## src/rtl/esc_pwm_bank.sv

```systemverilog
`default_nettype none
// ============================================================================
// Module      : esc_pwm_bank
// Description : Multi-channel ESC pulse generator. A shared 1 us timebase
//               drives a frame counter. Each channel maps its throttle to a
//               pulse width in microseconds. Throttle updates are
//               double-buffered and applied at frame boundaries. An arming
//               FSM holds the motors at idle pulses for ARM_FRAMES frames
//               before throttle pulses are allowed through.
// Ports       : clock, reset      - system clock, synchronous active-high reset
//               arm               - level request to arm the motors
//               idle              - force idle pulses while armed
//               load_valid        - capture throttle into pending registers
//               throttle          - packed throttles, ch i at [i*THR_W +: THR_W]
//               pwm               - registered pulse outputs, one per channel
//               frame_start       - one-cycle pulse after each frame wrap
//               armed             - high while the FSM is in ARMED
// Revision    : 1.0 - initial release
// ============================================================================
module esc_pwm_bank #(
    parameter int NUM_CH     = 4,
    parameter int THR_W      = 8,
    parameter int CTR_LEN    = 12,
    parameter int CLK_DIV    = 50,
    parameter int PERIOD_US  = 2500,
    parameter int IDLE_US    = 900,
    parameter int MIN_US     = 1064,
    parameter int MAX_US     = 1864,
    parameter int ARM_FRAMES = 8
) (
    input  logic                      clock,
    input  logic                      reset,
    input  logic                      arm,
    input  logic                      idle,
    input  logic                      load_valid,
    input  logic [NUM_CH*THR_W-1:0]   throttle,
    output logic [NUM_CH-1:0]         pwm,
    output logic                      frame_start,
    output logic                      armed
);

    localparam int SPAN   = MAX_US - MIN_US;
    localparam int DIV_W  = (CLK_DIV > 1) ? $clog2(CLK_DIV) : 1;
    localparam int PROD_W = THR_W + $clog2(SPAN + 1);
    localparam int ACNT_W = $clog2(ARM_FRAMES + 1);

    typedef enum logic [1:0] {
        S_DISARMED = 2'd0,
        S_ARMING   = 2'd1,
        S_ARMED    = 2'd2
    } state_t;

    state_t                          r_state;
    state_t                          w_state_nxt;
    logic [ACNT_W-1:0]               r_arm_cnt;
    logic [ACNT_W-1:0]               w_cnt_nxt;
    logic [DIV_W-1:0]                r_div;
    logic [CTR_LEN-1:0]              r_ctr;
    logic                            w_tick;
    logic                            w_boundary;
    logic [NUM_CH-1:0][CTR_LEN-1:0]  r_pend;
    logic [NUM_CH-1:0][CTR_LEN-1:0]  r_act;
    logic [NUM_CH-1:0][CTR_LEN-1:0]  w_map;
    logic [NUM_CH-1:0][CTR_LEN-1:0]  w_act_nxt;
    logic [NUM_CH-1:0]               w_below;

    // Full-width product before the shift; result wraps to CTR_LEN bits.
    function automatic logic [CTR_LEN-1:0] map_thr(input logic [THR_W-1:0] t);
        logic [PROD_W-1:0] p;
        p = PROD_W'(t) * PROD_W'(SPAN);
        return CTR_LEN'(MIN_US) + CTR_LEN'(p >> THR_W);
    endfunction

    assign w_tick     = (r_div == DIV_W'(CLK_DIV - 1));
    assign w_boundary = w_tick && (r_ctr == CTR_LEN'(PERIOD_US - 1));

    always_comb begin
        for (int i = 0; i < NUM_CH; i++) begin
            w_map[i]   = map_thr(throttle[i*THR_W +: THR_W]);
            w_below[i] = (r_ctr < r_act[i]);
        end
    end

    // Next-state and next-active selection. Everything only moves in the
    // boundary cycle; the pulse chosen for the new frame follows the state
    // being entered.
    always_comb begin
        w_state_nxt = r_state;
        w_cnt_nxt   = r_arm_cnt;
        w_act_nxt   = '0;
        if (w_boundary) begin
            case (r_state)
                S_DISARMED: begin
                    if (arm) begin
                        w_state_nxt = S_ARMING;
                        w_cnt_nxt   = '0;
                    end
                end
                S_ARMING: begin
                    if (!arm) begin
                        w_state_nxt = S_DISARMED;
                    end else if (r_arm_cnt == ACNT_W'(ARM_FRAMES - 1)) begin
                        w_state_nxt = S_ARMED;
                    end else begin
                        w_cnt_nxt = r_arm_cnt + ACNT_W'(1);
                    end
                end
                S_ARMED: begin
                    if (!arm) begin
                        w_state_nxt = S_DISARMED;
                    end
                end
                default: w_state_nxt = S_DISARMED;
            endcase
        end
        for (int i = 0; i < NUM_CH; i++) begin
            case (w_state_nxt)
                S_ARMING: w_act_nxt[i] = CTR_LEN'(IDLE_US);
                // A load in the boundary cycle bypasses the pending stage.
                S_ARMED:  w_act_nxt[i] = idle       ? CTR_LEN'(IDLE_US) :
                                         load_valid ? w_map[i] : r_pend[i];
                default:  w_act_nxt[i] = '0;
            endcase
        end
    end

    always_ff @(posedge clock) begin
        if (reset) begin
            r_div       <= '0;
            r_ctr       <= '0;
            r_state     <= S_DISARMED;
            r_arm_cnt   <= '0;
            r_pend      <= {NUM_CH{CTR_LEN'(IDLE_US)}};
            r_act       <= {NUM_CH{CTR_LEN'(IDLE_US)}};
            pwm         <= '0;
            frame_start <= 1'b0;
            armed       <= 1'b0;
        end else begin
            r_div <= w_tick ? '0 : r_div + DIV_W'(1);
            if (w_tick) begin
                r_ctr <= w_boundary ? '0 : r_ctr + CTR_LEN'(1);
            end
            r_state   <= w_state_nxt;
            r_arm_cnt <= w_cnt_nxt;
            if (load_valid) begin
                r_pend <= w_map;
            end
            if (w_boundary) begin
                r_act <= w_act_nxt;
            end
            // Active holds IDLE_US out of reset, so DISARMED must gate the
            // output until the first boundary loads a real selection.
            pwm         <= w_below & {NUM_CH{r_state != S_DISARMED}};
            frame_start <= w_boundary;
            armed       <= (w_state_nxt == S_ARMED);
        end
    end

endmodule
`default_nettype wire

```

## config.mk

```make
export PLATFORM = sky130hd
export DESIGN_NAME = esc_pwm_bank
export DESIGN_NICKNAME = d
export VERILOG_FILES = /design/src/rtl/esc_pwm_bank.sv
export SDC_FILE = /design/constraint.sdc
export NUM_CORES = 1
export LEC_CHECK = 0
export ABC_AREA = 1
export CORE_ASPECT_RATIO = 1.1
export CORE_MARGIN = 2
export CORE_UTILIZATION = 67
export DETAILED_ROUTE_END_ITERATION = 7
export PLACE_DENSITY = 0.87
export SYNTH_ARGS = -nofsm -noshare
export SYNTH_HDL_FRONTEND = slang
export SYNTH_SLANG_ARGS = --single-unit
```

## constraint.sdc

```tcl
create_clock -name clock -period 5.54 [get_ports clock]
set_clock_uncertainty 0.15 [all_clocks]
set_input_delay 1.108 -clock clock [delete_from_list [all_inputs] [get_ports clock]]
set_output_delay 1.108 -clock clock [all_outputs]
set_load 0.03 [all_outputs]
```

# Word level (Yosys, flattened, before mapping)

Index checks and enable logic that the tools add are counted.

Input bits: 37
Word-level logic and storage cells: 70
Register bits after elaboration: 126
Memories kept: 0
Output and inout bits: 6
Memory bits (writable): 0
Memory bits (read-only): 0
Bits in latches: 0

Bitwise logic cells: 1
Mux-type cells: 23
Reduce and logical (&&, ||, !) cells: 6
Multiply operators: 4
Divide/modulo/power cells: 0
Equal/unequal tests: 10
Shift-type cells: 0
Add/sub/neg operators: 7
Magnitude comparators: 4

Operator list:

| kind                     | number |
|---|---|
| $mux W12                 | 9 |
| $pmux W12 S2             | 4 |
| $mul A8 B5 Y13 const B   | 4 |
| $add A11 B10 Y12 const A | 4 |
| $lt A12 B12 Y1           | 4 |
| $add A12 B1 Y12 const B  | 1 |
| $eq A12 B12 Y1 const B   | 1 |
| $mux W4                  | 3 |
| $mux W2                  | 5 |
| $pmux W4 S2              | 1 |
| $add A6 B1 Y6 const B    | 1 |
| $eq A6 B6 Y1 const B     | 1 |
| $ne A2 B2 Y1 const B     | 3 |
| $pmux W2 S3              | 1 |
| $reduce_and A5 Y1        | 1 |
| $add A4 B1 Y4 const B    | 1 |
| $and A4 B4 Y4            | 1 |
| $eq A2 B1 Y1 const B     | 2 |
| $eq A2 B2 Y1 const B     | 2 |
| $eq A4 B3 Y1 const B     | 1 |
| $reduce_bool A2 Y1       | 2 |
| $logic_not A2 Y1         | 1 |
| $reduce_or A2 Y1         | 1 |
| $logic_and A1 B1 Y1      | 1 |

# Longest topological paths before layout

Depth in word-level cells: 7
Depth in mapped cells: 20
Gate-level depth less buffers: 20

# Worst setup path after synthesis

Ideal clock, no wire load.

Path kind: input-to-reg
From: in throttle[2]
To: reg r_act[7] (netlist bit)
Arrival time: 3.640 ns
Setup time: 0.119 ns
Path slack: 1.631 ns
Stages on the path: 18
Data required time: 5.271 ns
Buffers on the path: 0
Cells stage by stage: ha_1 > ha_1 > fa_1 > ha_1 > nand2_1 > nand3_1 > nand2_1 > and2_1 > ha_1 > a21oi_1 > nor2_1 > nand2_1 > nand2_1 > nand2_1 > o21ai_0 > nand2_1 > nand2_1 > nand2_1

Longest elaborated chain between the ends: 5

Ends and longest elaborated chain:

| item                   | line | text |
|---|---|---|
| start: declaration     | 36   | `input logic [NUM_CH*THR_W-1:0] throttle,` |
| $mul A8 B5 Y13         | 70   | `p = PROD_W'(t) * PROD_W'(SPAN);` |
| $add A11 B10 Y12       | 71   | `return CTR_LEN'(MIN_US) + CTR_LEN'(p >> THR_W);` |
| $mux W12               | 121  | `load_valid ? w_map[i] : r_pend[i];` |
| $mux W12               | 120  | `S_ARMED: w_act_nxt[i] = idle ? CTR_LEN'(IDLE_US) :` |
| $pmux W12 S2           | 117  | `case (w_state_nxt)` |
| end signal: assignment | 134  | `r_act <= {NUM_CH{CTR_LEN'(IDLE_US)}};` |
| end signal: assignment | 149  | `r_act <= w_act_nxt;` |
| end: declaration       | 62   | `logic [NUM_CH-1:0][CTR_LEN-1:0] r_act;` |

No other way between the ends.
A chain may end at the register's enable or synchronous reset.

# Worst setup path in the final report

From: in throttle[4]
To: reg r_act[9] (netlist bit)

Same word-level chain as after synthesis.

==> qor.csv <==
stage;metric;value;unit
worst_setup_path;worstSetupPathType;input port to flip-flop;
placement;port_buffers;42;
routing;drc;0;
worst_setup_path;max_stage_delay;0.52;ns
clock_network;cts_resized;0;
clock_network;cts_setup_buffers;0;
routing;wl;22100;um
worst_setup_path;cp_data_arrival_time;4.49;ns
worst_hold_path;hp-start;r_act[42]$_SDFFE_PP0P_;
clock_network;path_clk_slew;0.05;ns
clock_network;clk_latency;0.43;ns
layout;num_antenna_cells;0;
yosys;async_flop_share;0;%
worst_setup_path;crit_start;throttle[4];
yosys;synth_commonest_cells;356 x nand2_1, 226 x inv_1, 169 x ha_1, 126 x dfxtp_1, 94 x nand3_1;
yosys;ys_seq_area_share;26.6;%
layout;nNetsFinal;1575;
clock_network;cts_root_buf;clkbuf_16;
worst_setup_path;slowest_stage;clkdlybuf4s50_1;
layout;final_util;77.2;%
sta;finalHoldViolCount;0;
status;run_status;finished, final reports clean;
placement;routabilityCongestion;0.871;
floorplanning;start_util;68.7;%
floorplanning;die_x;117;um
sta;finalSetupViolations;0;
global_routing;antenna_found_initial;0;
worst_setup_path;r2r_start;r_ctr[4]$_SDFFE_PP0P_;
pwr;p_leak;5.60;nW
sta;period_minus_slack;4.34;ns
sta;whs;0.301;ns
yosys;synth_edf_count;0;
pwr;powerDensity;302;mW/mm2
clock_network;cts_num_sinks;126;
sta;rsz0062_at_grt;no;
yosys;ys_warn_count;0;
worst_setup_path;path_cells;clkdlybuf4s50_1 > ha_1 > ha_1 > inv_1 > fa_1 > inv_1 > ha_1 > or2_0 > nand3_1 > nand2_1 > nand2_1 > nand2_1 > nor2_1 > nand3_1 > nand3_1 > nand3_1 > nand2_1 > nand2_1;
placement;dp_cells;1526;
pwr;vdd_ir_drop_max;0.166;mV
yosys;synth_seq_cells;126;
floorplanning;ios;43;
worst_setup_path;worstSetupEndpointType;flip-flop;
sta;slew_violations;0;
yosys;synth_most_common_cell;nand2_1;
routing;drt_iter0_markers;472;
floorplanning;core_area;0.0138;mm2
layout;finalNonFillerCells;1558;
global_routing;grt_pass1_vias;8279;
global_routing;grt_usage;30.3;%
clock_network;cts_buffers;17;
sta;tightest_slew;0.805;ns
worst_setup_path;critPathMostFrequentCell;nand2_1;
routing;dr.pass1.iters;5;
yosys;syn_nets;1539;
clock_network;cts_tree;yes;
yosys;synthDistinctLibCells;48;
yosys;syn_avg_cell_area;7.17;um2
global_routing;grt_pass1_wl;37400;um
worst_setup_path;crit_required;5.69;ns
clock_network;cts-htree-levels;4;
clock_network;cts_buffer_depth;2;
routing;vias_per_cell;5.58;
yosys;netlist_area;0.00947;mm2
global_routing;grt_max_degree;56;
floorplanning;die_y;129;um
clock_network;cts_hold_buffers;0;
placement;hpwl;15900;um
floorplanning;die-area;0.0151;mm2
yosys;netlist.top_cell.by_area;dfxtp_1;
sta;fmax;231;MHz
floorplanning;rows;45;
yosys;yosys-top-cells-area;dfxtp_1 27%, ha_1 22%, nand2_1 14%;
worst_hold_path;hp-class;flip-flop to flip-flop;
layout;area_growth;12.4;%
pwr;finalPower;3.21;mW
sta;max-slew-margin-rel;46.3;%
yosys;syn-instance-count;1321;
layout;drive_gt1_share;4.16;%
routing;vias;8699;
yosys;synth_top_area_share;26.6;%
global_routing;grt_overflow;0;
sta;finalCritPeriodShare;78.3;%
flow_run;max_cap_violations;0;
worst_setup_path;worstPathMaxFanout;6;
sta;tns;0;ns
routing;ant_nets;0;
worst_setup_path;cp-start-kind;input port;
routing;wire_per_inst;14.2;um
yosys;synth-main-ff-cell;dfxtp_1;
## final cells by class
type                    instances  area [um2]
multi-input cells             936        5940
fillers                       957        3150
clock inverters                10         160
well taps                     188         235
repair buffers                 46         445
flip-flops and latches        126        2520
clock buffers                  22         474
inverters                     230         865
## where the power goes
part | leakage [nW] | switching, mW | internal (mW)
logic | 4.27 | 0.651 | 0.388
clock network | 0.298 | 0.400 | 0.786
registers | 1.03 | 0.0169 | 0.970
total | 5.60 | 1.07 | 2.14
## path summary, 6_finish.rpt
kind                                               end  slack (ns)  cells after the start
worst max-delay path             r_act[9]$_SDFFE_PP1P_        1.20                     18
worst max register to register  r_act[23]$_SDFFE_PP0P_        1.89                     13
worst min-delay path            r_act[42]$_SDFFE_PP0P_        0.30                      2
worst min register to register  r_act[42]$_SDFFE_PP0P_        0.30                      2
## worst max-delay path: cells and delay by family
family	cells	cell delay [ns]
simple gates	11	1.36
buf+inv	3	0.61
fa+ha+maj	4	1.39
## through the flow
step,cell area (um2),worst slack [ns]
3_3_place_gp,10000,0.939
4_1_cts,10600,1.23
6_report,10600,1.20
3_5_place_dp,10000,0.861
2_1_floorplan,9470,1.63
5_1_grt,10600,0.893
## placed cells by master (no fill, tap or decap), types with 4 or more instances in the layout
master	Yosys	layout
xnor2_1	8	8
nor2_1	62	62
bufinv_16	0	4
a211oi_1	15	15
nand3_1	94	94
nor2_2	5	5
nand4_1	18	18
ha_1	169	169
inv_1	226	226
nor3_1	7	7
o21ai_0	47	47
clkbuf_16	0	17
xor2_1	10	10
and2_1	5	5
buf_4	0	4
o22ai_1	14	14
clkdlybuf4s50_1	0	41
o221ai_1	4	4
fa_1	12	12
a21oi_1	64	64
clkinvlp_4	0	4
dfxtp_1	126	126
nand2_1	356	356
o21ai_1	9	9
## registers in the layout, indices dropped and copies added, names as in the netlist
register	cells
armed	1
frame_start	1
pwm	4
r_act	48
r_arm_cnt	4
r_ctr	12
r_div	6
r_pend	48
r_state	2
## routing by layer
metal / vias to the layer above / wire length (um) / global-route usage, %
met5: - / 0 / 0
met4: 0 / 774 / 15.0
met3: 57 / 1100 / 3.95
met2: 245 / 11300 / 57.1
met1: 4013 / 8900 / 33.7
li1: 4384 / - / -
## kinds of logic after synthesis
family                   count (synthesis)  share of synthesized area [%]
AND/OR/NAND/NOR                        569                           26.2
buffers and inverters                  259                           10.6
adder cells (fa/ha/maj)                181                           24.9
AO/OA/AOI/OAI                          168                           10.0
flip-flops                             126                           26.6
XOR/XNOR                                18                           1.66
Note: power is estimated with default switching activity, not from simulation.
